<file path="config.mk">
export PLATFORM = sky130hd
export DESIGN_NAME = cpu_sequencer
export DESIGN_NICKNAME = d
export VERILOG_FILES = /design/src/rtl/cpu_pkg.sv /design/src/rtl/cpu_sequencer_phase_counter.sv /design/src/rtl/cpu_sequencer.sv
export SDC_FILE = /design/constraint.sdc
export NUM_CORES = 1
export LEC_CHECK = 0
export CAP_MARGIN = 20
export CORE_AREA = 3 3 40 42
export DETAILED_ROUTE_END_ITERATION = 10
export DIE_AREA = 0 0 43 45
export PLACE_DENSITY_LB_ADDON = 0.15
export SYNTH_ARGS = -nofsm -noshare
export SYNTH_HDL_FRONTEND = slang
export SYNTH_SLANG_ARGS = --single-unit
</file>
<file path="constraint.sdc">
create_clock -name clk -period 3.8 [get_ports clk]
set_input_delay 0.57 -clock clk [delete_from_list [all_inputs] [get_ports clk]]
set_output_delay 0.57 -clock clk [all_outputs]
set_load 0.01 [all_outputs]
</file>
<file path="src/rtl/cpu_pkg.sv">
// Shared definitions for the 8-bit CPU: opcode and phase encodings,
// phase-counter sizing and the ALU-opcode classifier.
package cpu_pkg;

  localparam int PHASE_W = 3;
  localparam int PHASES  = 8;

  typedef enum logic [2:0] {
    HLT = 3'd0,
    SKZ = 3'd1,
    ADD = 3'd2,
    AND = 3'd3,
    XOR = 3'd4,
    LDA = 3'd5,
    STO = 3'd6,
    JMP = 3'd7
  } opcode_t;

  typedef enum logic [2:0] {
    INST_ADDR  = 3'd0,
    INST_FETCH = 3'd1,
    INST_LOAD  = 3'd2,
    IDLE       = 3'd3,
    OP_ADDR    = 3'd4,
    OP_FETCH   = 3'd5,
    ALU_OP     = 3'd6,
    STORE      = 3'd7
  } phase_t;

  // Opcodes that read an operand from memory into the accumulator.
  function automatic logic is_aluop(opcode_t op);
    return (op == ADD) || (op == AND) || (op == XOR) || (op == LDA);
  endfunction

endpackage

</file>
<file path="src/rtl/cpu_sequencer_phase_counter.sv">
// Phase counter for the instruction sequencer.
// Ports:
//   clk    - clock, rising edge
//   rst_   - asynchronous reset, active-low (phase -> INST_ADDR)
//   en     - advance enable; phase holds when 0
//   freeze - holds the phase regardless of en (used for halt)
//   phase  - current phase, registered
module phase_counter
  import cpu_pkg::*;
#(
  parameter int PHASES  = 8,
  parameter int PHASE_W = 3
) (
  input  logic   clk,
  input  logic   rst_,
  input  logic   en,
  input  logic   freeze,
  output phase_t phase
);

  localparam logic [PHASE_W-1:0] LAST_PHASE = PHASE_W'(PHASES - 1);

  phase_t phase_nxt;

  always_comb begin
    phase_nxt = phase;
    if (en && !freeze) begin
      if (phase == phase_t'(LAST_PHASE))
        phase_nxt = INST_ADDR;
      else
        phase_nxt = phase_t'(phase + 3'd1);
    end
  end

  always_ff @(posedge clk or negedge rst_) begin
    if (!rst_)
      phase <= INST_ADDR;
    else
      phase <= phase_nxt;
  end

endmodule

</file>
<file path="src/rtl/cpu_sequencer.sv">
// Eight-phase instruction sequencer for the 8-bit CPU. Drives the IR,
// accumulator and PC enables plus the memory strobes from the registered
// phase, the live opcode and the ALU zero flag.
// Ports:
//   clk, rst_          - clock (rising) and async active-low reset
//   en                 - phase-advance enable
//   opcode, zero       - instruction opcode and accumulator-zero flag
//   phase              - current phase
//   mem_rd, mem_wr     - memory read / write strobes
//   load_ir, load_ac   - instruction register / accumulator enables
//   load_pc, inc_pc    - PC jump load / PC increment
//   halt               - CPU halted
//
// phase      | meaning
// -----------+-----------------------------------------------
// INST_ADDR  | PC drives address bus, no strobes
// INST_FETCH | read instruction
// INST_LOAD  | read instruction, load IR
// IDLE       | hold IR load while bus settles
// OP_ADDR    | increment PC; HLT stops here
// OP_FETCH   | read operand for ALU ops
// ALU_OP     | load ACC; SKZ skip; JMP load PC
// STORE      | finish ACC load; STO writes; JMP completes
// (halted)   | phase frozen at OP_ADDR, only halt asserted
module cpu_sequencer
  import cpu_pkg::*;
#(
  parameter int PHASES  = 8,
  parameter int PHASE_W = 3
) (
  input  logic               clk,
  input  logic               rst_,
  input  logic               en,
  input  logic [2:0]         opcode,
  input  logic               zero,
  output logic [PHASE_W-1:0] phase,
  output logic               mem_rd,
  output logic               mem_wr,
  output logic               load_ir,
  output logic               load_ac,
  output logic               load_pc,
  output logic               inc_pc,
  output logic               halt
);

  opcode_t op;
  phase_t  phase_q;
  logic    halted;
  logic    hlt_now;
  logic    alu;

  assign op  = opcode_t'(opcode);
  assign alu = is_aluop(op);

  // Phase compare is first so an unknown opcode outside OP_ADDR cannot
  // reach the freeze or halt logic.
  assign hlt_now = (phase_q == OP_ADDR) && (op == HLT);

  phase_counter #(
    .PHASES  (PHASES),
    .PHASE_W (PHASE_W)
  ) u_phase_counter (
    .clk    (clk),
    .rst_   (rst_),
    .en     (en),
    .freeze (halted | hlt_now),
    .phase  (phase_q)
  );

  assign phase = phase_q;

  always_ff @(posedge clk or negedge rst_) begin
    if (!rst_)
      halted <= 1'b0;
    else if (en && hlt_now)
      halted <= 1'b1;
  end

  always_comb begin
    mem_rd  = 1'b0;
    mem_wr  = 1'b0;
    load_ir = 1'b0;
    load_ac = 1'b0;
    load_pc = 1'b0;
    inc_pc  = 1'b0;
    halt    = 1'b0;
    if (halted) begin
      halt = 1'b1;
    end else begin
      case (phase_q)
        INST_ADDR: ;
        INST_FETCH: mem_rd = 1'b1;
        INST_LOAD: begin
          mem_rd  = 1'b1;
          load_ir = 1'b1;
        end
        IDLE: begin
          mem_rd  = 1'b1;
          load_ir = 1'b1;
        end
        OP_ADDR: begin
          inc_pc = 1'b1;
          halt   = (op == HLT);
        end
        OP_FETCH: mem_rd = alu;
        ALU_OP: begin
          mem_rd  = alu;
          load_ac = alu;
          inc_pc  = (op == SKZ) && zero;
          load_pc = (op == JMP);
        end
        STORE: begin
          mem_rd  = alu;
          load_ac = alu;
          // Both PC controls assert on JMP; load_pc wins downstream.
          inc_pc  = (op == JMP);
          load_pc = (op == JMP);
          mem_wr  = (op == STO);
        end
      endcase
    end
  end

endmodule

</file>
# == Word-level counts from Yosys, hierarchy flattened ==
# Index checks and enable logic that the tools add are counted.
# totals
ff_bits,4
inputBits,7
# classes
eq_ne,14
n_reduce_logical,13
bitwise_logic,1
n_addsub,1
muxes,15
# ops
operator,n
3-bit equality test (second input constant),8
3-bit by 2-bit equality test with 1-bit output (second input constant),4
1-bit 2-to-1 mux,12
3-bit by 1-bit equality test with 1-bit output (second input constant),2
3-bit OR reduction,2
1-bit logical AND,4
2-bit OR reduction,2
3-bit by 1-bit adder with 3-bit output (second input constant),1
3-bit zero test,1
1-bit logical OR,3
3-bit 2-to-1 mux,1
1-bit one-hot mux with 3 select lines,1
1-bit one-hot mux with 2 select lines,1
1-bit zero test,1
1-bit OR,1

# == Longest topological paths before layout ==
# Gate-level depths: netlist of run 1.
# logic_depth
ltp_word,6
ltp_mapped,5
mapped_depth_nobuf,5

# == Hierarchy ==
# From an unflattened synthesis of run 1, not the netlist that was laid out.
# hier_totals
cells_unflattened,31
area_unflattened_um2,327.8
# modules_own_cells
module,seq_area_each_um2,cells_per_inst,n_inst,area_each_um2
phase_counter,75.1,11,1,168.9
cpu_sequencer,25.0,20,1,158.9

# == Least setup slack after synthesis of run 1 ==
# Ideal clock, no wire load.
# synth_timing
kind,in2out
start,input opcode[2]
end,output inc_pc
path_buffers,1
setup_slack_ns,1.899
arrival_ns,1.331
stages,4
path_cell_list,buf_2 -> and4bb_2 -> nand3_1 -> a31oi_1
# synth_via
elab_chain_len,4
elab_cells_between_ends,5
classes_between,2 x eq/ne; 2 x mux; 1 x reduce/logical
# synth_lines
item,line,rtl
"start, declared",cpu_sequencer.sv:34,"input logic [2:0] opcode,"
3-bit by 1-bit equality test with 1-bit output,cpu_sequencer.sv:109,inc_pc = (op == SKZ) && zero;
1-bit logical AND,cpu_sequencer.sv:109,
1-bit one-hot mux with 3 select lines (*),cpu_sequencer.sv:90,case (phase_q)
1-bit 2-to-1 mux (*),cpu_sequencer.sv:87,if (halted) begin
"end, declared",cpu_sequencer.sv:42,"output logic inc_pc,"
# Mark *: on every way between the ends. The rest lies on a longest branch, timed or not.

# == Worst setup path in the final report of run 1 ==
# layout_timing
start,input opcode[1]
end,output halt
# layout_via
elab_chain_len,3
# layout_lines
item,line,rtl
3-bit zero test,cpu_sequencer.sv:103,halt = (op == HLT);
1-bit 2-to-1 mux,cpu_sequencer.sv:90,
1-bit 2-to-1 mux,cpu_sequencer.sv:87,
"end, declared",cpu_sequencer.sv:43,output logic halt
# Every way passes these cells.

==> impl_metrics.prom, run 1 <==
# TYPE chip_impl_metric gauge
chip_impl_metric{name="initialDrtViolationCount",unit=""} 3
chip_impl_metric{name="die_area",unit="sq um"} 1940
chip_impl_metric{name="place_inst",unit=""} 75
chip_impl_metric{name="final.setup_skew",unit="ps"} 2.26
chip_impl_metric{name="synth_simple_gate_area_share",unit=""} 0.246
chip_impl_metric{name="dr_total_vias",unit=""} 376
chip_impl_metric{name="pins_over_their_slew_limit",unit=""} 0
chip_impl_metric{name="layout.nets",unit=""} 79
chip_impl_metric{name="number_of_buffers_on_the_longest_clock_path",unit=""} 2
chip_impl_metric{name="worst_path_largest_cell_delay",unit="ps"} 550
chip_impl_metric{name="postSynthNetCount",unit=""} 60
chip_impl_metric{name="hpwl",unit="um"} 700
chip_impl_metric{name="antennaDiodeCount",unit=""} 0
chip_impl_metric{name="postCtsSetupRepairBufs",unit=""} 0
chip_impl_info{name="hp-class",value="in -> async"} 1
chip_impl_metric{name="synth_compound_gate_area_share",unit=""} 0.165
chip_impl_metric{name="finalCriticalPeriod",unit="ps"} 2900
chip_impl_metric{name="yosys.area.top_type_share",unit=""} 0.231
chip_impl_metric{name="synth_area",unit="sq um"} 433
chip_impl_info{name="synth_top_family_by_area",value="simple AND/OR/NAND/NOR gates"} 1
chip_impl_metric{name="static-leakage-power",unit="nW"} 0.281
chip_impl_info{name="ys_top_cells_by_area",value="sky130_fd_sc_hd__dfrtp_1 (23%), sky130_fd_sc_hd__ha_1 (20%), sky130_fd_sc_hd__mux2_4 (6.9%)"} 1
chip_impl_metric{name="grt_pass1_wl",unit="um"} 1420
chip_impl_metric{name="clkLatencyLatePin",unit="ps"} 230
chip_impl_metric{name="cp.buffers_inverters",unit=""} 2
chip_impl_metric{name="avgViaCountPerCell",unit=""} 4.82
chip_impl_metric{name="place.gp.congestion",unit=""} 0.695
chip_impl_metric{name="crit_arrival",unit="ps"} 2330
chip_impl_metric{name="slew_headroom",unit=""} 0.696
chip_impl_info{name="rsz0062_at_grt",value="false"} 1
chip_impl_metric{name="layout_cell_share_with_drive_strength_beyond_1",unit=""} 0.175
chip_impl_metric{name="final_hold_slack",unit="ps"} 533
chip_impl_metric{name="pin_slew_with_the_least_headroom_to_its_limit",unit="ps"} 452
chip_impl_metric{name="syn2layout_area_growth",unit="%"} 44.2
chip_impl_metric{name="final_critical_path_setup_slack",unit="ps"} 895
chip_impl_metric{name="chipHeight",unit="um"} 45
chip_impl_metric{name="chipWidth",unit="um"} 43
chip_impl_metric{name="synth_cells",unit=""} 46
chip_impl_metric{name="floorplan.core_area",unit="sq um"} 1280
chip_impl_metric{name="yosys_warnings",unit=""} 0
chip_impl_info{name="most-common-layout-cells",value="sky130_fd_sc_hd__clkdlybuf4s50_1 (16), sky130_fd_sc_hd__ha_1 (7), sky130_fd_sc_hd__inv_1 (5), sky130_fd_sc_hd__nor2_1 (5), sky130_fd_sc_hd__dfrtp_1 (4)"} 1
chip_impl_info{name="clock-root-buffer",value="sky130_fd_sc_hd__clkbuf_4"} 1
chip_impl_metric{name="synth.area.mux_share",unit=""} 0.0694
chip_impl_metric{name="cts_resized",unit=""} 0
chip_impl_metric{name="final-hold-violation-count",unit=""} 0
chip_impl_metric{name="power.total",unit="W"} 0.000465
chip_impl_metric{name="setup_viol_count_final",unit=""} 0
chip_impl_metric{name="grt_start_max_net_pins",unit=""} 10
chip_impl_metric{name="drc",unit=""} 0
chip_impl_metric{name="pin_count",unit=""} 17
chip_impl_metric{name="finalSetupTns",unit="ps"} 0
chip_impl_metric{name="ant_nets",unit=""} 0
chip_impl_metric{name="yosys.area_share.adder",unit=""} 0.202
chip_impl_metric{name="worst-path-max-fanout",unit=""} 7
chip_impl_info{name="outcome",value="finished, final reports clean"} 1
chip_impl_metric{name="gr-total-overflow",unit=""} 0
chip_impl_metric{name="cts.sink_count",unit=""} 4
chip_impl_metric{name="postSynthAreaPerCell",unit="sq um"} 9.41
chip_impl_info{name="timing.critical_path.from_type",value="input pin"} 1
chip_impl_metric{name="h-tree-depth",unit=""} 1
chip_impl_info{name="crit_path_max_delay_cell_type",value="sky130_fd_sc_hd__clkdlybuf4s50_1"} 1
chip_impl_metric{name="place.port_buffers",unit=""} 16
chip_impl_metric{name="number_of_rows_created_at_floorplan",unit=""} 13
chip_impl_metric{name="max_cap_viol",unit=""} 0
chip_impl_metric{name="achievable-frequency",unit="MHz"} 344
chip_impl_info{name="critPathMostFrequentCell",value="sky130_fd_sc_hd__clkdlybuf4s50_1"} 1
chip_impl_metric{name="initial_utilization",unit=""} 0.337
chip_impl_metric{name="pre_cts_setup_slack",unit="ps"} 883
chip_impl_metric{name="clkTransAtPathRegs",unit="ps"} 40
chip_impl_metric{name="cts_inserted_buffers",unit=""} 3
chip_impl_info{name="cts_tree",value="done"} 1
chip_impl_metric{name="synth_seq_area_share",unit=""} 0.231
chip_impl_metric{name="synth_cell_type_count",unit=""} 23
chip_impl_info{name="crit_family",value="buffers and inverters"} 1
chip_impl_metric{name="post-route-period-util",unit=""} 0.764
chip_impl_info{name="timing.setup.critical_path_class",value="in -> out"} 1
chip_impl_metric{name="timing.critical_path.required",unit="ps"} 3230
chip_impl_metric{name="vias_in_the_first_global_route",unit=""} 340
chip_impl_info{name="layout.cells.most_common",value="sky130_fd_sc_hd__clkdlybuf4s50_1"} 1
chip_impl_metric{name="globalRouteTotalUtil",unit=""} 0.0987
chip_impl_info{name="cp_cell_sequence",value="clkdlybuf4s50_1 > nor4_1 > or2_2 > clkdlybuf4s50_1"} 1
chip_impl_metric{name="drt_pre_antenna_iters",unit=""} 3
chip_impl_metric{name="antenna_violations_before_repair",unit=""} 0
chip_impl_info{name="cp_endpoint_kind",value="primary output"} 1
chip_impl_metric{name="cts_hold_buf",unit=""} 0
chip_impl_metric{name="vdd_drop_max",unit="mV"} 0.428
chip_impl_metric{name="power.density",unit="nW/um^2"} 745
chip_impl_metric{name="ys_seq_elements",unit=""} 4
chip_impl_metric{name="drt-wirelength-per-cell",unit="um"} 11.1
chip_impl_metric{name="final-instance-count-excl-fill",unit=""} 78
chip_impl_metric{name="synth_xor_area_frac",unit=""} 0.0202
chip_impl_info{name="post-synth-top-area-cell",value="sky130_fd_sc_hd__dfrtp_1"} 1
chip_impl_metric{name="wirelength",unit="um"} 863
registers in the layout, summed over array words and instances (netlist names):
name and count:
u_phase_counter.phase 3, halted 1
path summary, 6_finish.rpt:
kind	startpoint	end	slack, ps	depth (start not counted)
min	rst_	u_phase_counter.phase[2]	530	1
min reg2reg	u_phase_counter.phase[1]	u_phase_counter.phase[1]	590	1
min in group clk	u_phase_counter.phase[1]	u_phase_counter.phase[1]	590	1
max in group asynchronous	rst_	u_phase_counter.phase[1]	3110	1
max	opcode[1]	halt	900	4
max reg2reg	u_phase_counter.phase[0]	u_phase_counter.phase[0]	2190	5
worst reg2reg max path: stages (launching register included):
cell and delay, ps:
sky130_fd_sc_hd__dfrtp_1 430, sky130_fd_sc_hd__inv_1 130, sky130_fd_sc_hd__ha_1 160, sky130_fd_sc_hd__nand2_1 130
sky130_fd_sc_hd__o41ai_4 310, sky130_fd_sc_hd__mux2_4 340
logic make-up after synthesis:
group	after synthesis
xor+xnor	1
simple gates	18
compound gates	7
flops	4
buf+inv	7
mux	2
fa+ha+maj	7
final cells by class:
type,count,area (sq um)
flip-flops and latches,4,100
well taps,15,18.8
clock buffers,3,22.5
multi-input cells,35,304
inverters,5,18.8
repair buffers,16,160
fillers,128,661
through the flow:
stage / util / cell area (sq um)
after global routing: 0.486 / 624
after CTS: 0.486 / 624
after floorplan: - / 433
after detailed placement: 0.468 / 602
after global placement: 0.468 / 602
final: 0.486 / 624
routing by layer:
layer	GRT usage	up-vias	wire, um
met5	0	-	0
met2	0.159	8	425
met1	0.122	168	402
li1	-	200	-
met4	0.0723	0	0
met3	0.0120	0	34
cell usage after synthesis (all sizes together):
| cell | count |
|---|---|
| nor3 | 4 |
| a21oi | 2 |
| nor4 | 1 |
| a31oi | 1 |
| buf | 2 |
| and4bb | 1 |
| xnor2 | 1 |
| or2 | 1 |
| o41ai | 1 |
| a211o | 1 |
| nand2 | 1 |
| a21o | 1 |
| and2b | 1 |
| o221a | 1 |
| nor2 | 5 |
| dfrtp | 4 |
| nand4 | 1 |
| nand4b | 1 |
| inv | 5 |
| mux2 | 2 |
| ha | 7 |
| nand3 | 2 |
power breakdown:
group	leakage [nW]	total (W)	switching, W	internal, W
clock	0.0138	0.0000512	0.0000159	0.0000352
sequential	0.0482	0.000103	0.0000383	0.0000647
combinational	0.219	0.000311	0.000131	0.000180
No activity file was read; power rests on OpenSTA's default activity.
==> run 2: changes to the inputs <==
==> constraint.sdc (replaced) <==
create_clock -name clk -period 2.7 [get_ports clk]
set_input_delay 0.405 -clock clk [delete_from_list [all_inputs] [get_ports clk]]
set_output_delay 0.405 -clock clk [all_outputs]
set_load 0.01 [all_outputs]
==> run 2 against run 1 <==
Against the previous run:
- total power rose by 41%
- core utilization rose by 1.2 points
- first-iteration DRC count fell by 33%
- die area did not move
- sequential power rose by 41%
- flip-flop and latch count did not move
- register-to-register slack got worse by 1100 ps
==> impl_metrics.prom, run 2 (synthesized netlist as in run 1, its figures left out) <==
# TYPE chip_impl_metric gauge
chip_impl_info{name="most-common-layout-cells",value="sky130_fd_sc_hd__clkdlybuf4s50_1 (16), sky130_fd_sc_hd__ha_1 (7), sky130_fd_sc_hd__inv_1 (5), sky130_fd_sc_hd__nor2_1 (5), sky130_fd_sc_hd__dfrtp_1 (4)"} 1
chip_impl_metric{name="cts_inserted_buffers",unit=""} 3
chip_impl_info{name="critPathMostFrequentCell",value="sky130_fd_sc_hd__clkdlybuf4s50_1"} 1
chip_impl_metric{name="number_of_rows_created_at_floorplan",unit=""} 13
chip_impl_info{name="crit_path_max_delay_cell_type",value="sky130_fd_sc_hd__clkdlybuf4s50_1"} 1
chip_impl_metric{name="grt_pass1_wl",unit="um"} 1450
chip_impl_metric{name="gr-total-overflow",unit=""} 0
chip_impl_info{name="crit_family",value="buffers and inverters"} 1
chip_impl_metric{name="switching_power_share_of_the_total",unit=""} 0.399
chip_impl_metric{name="place.port_buffers",unit=""} 16
chip_impl_info{name="clock-root-buffer",value="sky130_fd_sc_hd__clkbuf_4"} 1
chip_impl_metric{name="number_of_buffers_on_the_longest_clock_path",unit=""} 2
chip_impl_metric{name="achievable-frequency",unit="MHz"} 395
chip_impl_metric{name="power.share.combinational",unit=""} 0.670
chip_impl_metric{name="static-leakage-power",unit="nW"} 0.291
chip_impl_metric{name="layout.nets",unit=""} 81
chip_impl_metric{name="final-instance-count-excl-fill",unit=""} 80
chip_impl_metric{name="dr_total_vias",unit=""} 389
chip_impl_metric{name="clock_power_share",unit=""} 0.109
chip_impl_metric{name="drt_pre_antenna_iters",unit=""} 4
chip_impl_metric{name="h-tree-depth",unit=""} 1
chip_impl_metric{name="pins_over_their_slew_limit",unit=""} 0
chip_impl_metric{name="pin_slew_with_the_least_headroom_to_its_limit",unit="ps"} 332
chip_impl_metric{name="place_inst",unit=""} 77
chip_impl_info{name="crit-reg2reg-capture",value="u_phase_counter.phase[0]"} 1
chip_impl_metric{name="p_switching",unit="W"} 0.000262
chip_impl_info{name="largest_registers",value="u_phase_counter.phase x3, halted x1"} 1
chip_impl_metric{name="drc",unit=""} 0
chip_impl_metric{name="reg2reg_setup_slack",unit="ps"} 1080
chip_impl_metric{name="antennaDiodeCount",unit=""} 0
chip_impl_info{name="cts_tree",value="done"} 1
chip_impl_metric{name="cts.sink_count",unit=""} 4
chip_impl_metric{name="clkTransAtPathRegs",unit="ps"} 30
chip_impl_info{name="hp-class",value="in -> async"} 1
chip_impl_metric{name="clkLatencyLatePin",unit="ps"} 230
chip_impl_info{name="layout.cells.most_common",value="sky130_fd_sc_hd__clkdlybuf4s50_1"} 1
chip_impl_metric{name="internal_power",unit="W"} 0.000395
chip_impl_metric{name="hpwl",unit="um"} 722
chip_impl_info{name="timing.setup.critical_path_class",value="in -> out"} 1
chip_impl_metric{name="finalCriticalPeriod",unit="ps"} 2530
chip_impl_info{name="rr_startpoint",value="u_phase_counter.phase[0]"} 1
chip_impl_metric{name="die_area",unit="sq um"} 1940
chip_impl_metric{name="max_cap_viol",unit=""} 0
chip_impl_metric{name="drt-wirelength-per-cell",unit="um"} 11.1
chip_impl_metric{name="avgViaCountPerCell",unit=""} 4.86
chip_impl_metric{name="final-hold-violation-count",unit=""} 0
chip_impl_metric{name="pin_count",unit=""} 17
chip_impl_metric{name="antenna_violations_before_repair",unit=""} 0
chip_impl_metric{name="worstRegToRegCells",unit=""} 5
chip_impl_metric{name="finalSetupTns",unit="ps"} 0
chip_impl_metric{name="postCtsSetupRepairBufs",unit=""} 0
chip_impl_metric{name="chipHeight",unit="um"} 45
chip_impl_metric{name="final.setup_skew",unit="ps"} 0.0242
chip_impl_metric{name="cp.buffers_inverters",unit=""} 2
chip_impl_metric{name="vdd_drop_max",unit="mV"} 0.486
chip_impl_metric{name="cts_hold_buf",unit=""} 0
chip_impl_info{name="outcome",value="finished, final reports clean"} 1
chip_impl_info{name="rsz0062_at_grt",value="false"} 1
chip_impl_metric{name="slew_headroom",unit=""} 0.778
chip_impl_metric{name="initial_utilization",unit=""} 0.337
chip_impl_metric{name="chipWidth",unit="um"} 43
chip_impl_metric{name="ant_nets",unit=""} 0
chip_impl_info{name="timing.critical_path.from_type",value="input pin"} 1
chip_impl_info{name="top_register",value="u_phase_counter.phase"} 1
chip_impl_metric{name="syn2layout_area_growth",unit="%"} 47.7
chip_impl_metric{name="layout_cell_share_with_drive_strength_beyond_1",unit=""} 0.200
chip_impl_metric{name="power_frac_seq",unit=""} 0.221
chip_impl_metric{name="worst-path-max-fanout",unit=""} 7
chip_impl_info{name="cp_cell_sequence",value="clkdlybuf4s50_1 > and4bb_2 > nand3_1 > a31oi_1 > clkdlybuf4s50_1"} 1
chip_impl_metric{name="worst_path_largest_cell_delay",unit="ps"} 570
chip_impl_metric{name="wirelength",unit="um"} 886
chip_impl_metric{name="initialDrtViolationCount",unit=""} 2
chip_impl_metric{name="vias_in_the_first_global_route",unit=""} 364
chip_impl_metric{name="number_of_flip_flops_under_the_largest_register_name",unit=""} 3
chip_impl_metric{name="post-route-period-util",unit=""} 0.937
chip_impl_metric{name="crit_arrival",unit="ps"} 2130
chip_impl_metric{name="grt_start_max_net_pins",unit=""} 10
chip_impl_metric{name="power.density",unit="nW/um^2"} 1030
chip_impl_metric{name="globalRouteTotalUtil",unit=""} 0.0987
chip_impl_metric{name="setup_viol_count_final",unit=""} 0
chip_impl_metric{name="cts_resized",unit=""} 0
chip_impl_metric{name="floorplan.core_area",unit="sq um"} 1280
chip_impl_metric{name="timing.critical_path.required",unit="ps"} 2300
chip_impl_metric{name="place.gp.congestion",unit=""} 0.693
chip_impl_info{name="cp_endpoint_kind",value="primary output"} 1
[run 2: worst max path at each step]
stage / to / startpoint / slack [ps] / cells after the start
finish: inc_pc / opcode[2] / 170 / 5
global route: mem_rd / u_phase_counter.phase[0] / 60 / 6
CTS: inc_pc / opcode[2] / 170 / 5
detailed placement: inc_pc / opcode[2] / 160 / 5
global placement: inc_pc / opcode[2] / 180 / 5
floorplan: inc_pc / u_phase_counter.phase[0] / 980 / 5
[run 2: layer usage]
| layer | part of all wire | track usage | up-vias |
|---|---|---|---|
| li1 | - | - | 203 |
| met1 | 0.48 | 0.122 | 174 |
| met2 | 0.46 | 0.159 | 10 |
| met3 | 0.044 | 0.0239 | 2 |
| met4 | 0.015 | 0.0542 | 0 |
| met5 | 0 | 0 | - |
[run 2: cell type report]
type,count,area (sq um)
Clock buffer,3,22.5
Fill cell,138,646
Inverter,5,18.8
Multi-Input combinational cell,35,304
Sequential cell,4,100
Tap cell,15,18.8
Timing Repair Buffer,18,175
[run 2: worst register-to-register path, cell delays in order, from the launching register on]
cell	delay [ps]
sky130_fd_sc_hd__dfrtp_1	430
sky130_fd_sc_hd__inv_1	130
sky130_fd_sc_hd__ha_1	160
sky130_fd_sc_hd__nand2_1	130
sky130_fd_sc_hd__o41ai_4	310
sky130_fd_sc_hd__mux2_4	340
[run 2: per-stage QoR]
step           worst slack [ps]  hold WS, ps  cell area, sq um  total power [W]   util
2_1_floorplan               977          109               433         0.000411      -
3_3_place_gp                177          600               617         0.000589  0.480
3_5_place_dp                160          588               617         0.000592  0.480
4_1_cts                     167          366               639         0.000670  0.498
5_1_grt                    60.9          377               639         0.000715  0.498
6_report                    169          370               639         0.000657  0.498
[run 2: power groups by stage]
stage | clock network [W] | registers [W] | logic (W)
2_1_floorplan | 0 | 0.000133 | 0.000279
3_3_place_gp | 0 | 0.000146 | 0.000442
3_5_place_dp | 0 | 0.000146 | 0.000446
4_1_cts | 0.0000764 | 0.000145 | 0.000448
5_1_grt | 0.0000767 | 0.000153 | 0.000486
6_report | 0.0000715 | 0.000145 | 0.000440
==> run 3: changes to the inputs <==
==> constraint.sdc (replaced) <==
create_clock -name clk -period 2.7 [get_ports clk]
set_input_delay 0.27 -clock clk [delete_from_list [all_inputs] [get_ports clk]]
set_output_delay 0.27 -clock clk [all_outputs]
set_load 0.01 [all_outputs]
==> results of run 3 <==
Same layout as run 1 (identical final DEF). Status: finished, final reports clean.
Among the figures that moved: setup slack after placement 883 ps -> 383 ps; setup slack after layout 895 ps -> 270 ps; hold slack 533 ps -> 233 ps; start point of the critical path opcode[1] -> u_phase_counter.phase[0]; register-to-register setup slack 2190 ps -> 1090 ps; total power 0.000465 W -> 0.000654 W; worst IR drop on VDD 0.428 mV -> 0.603 mV
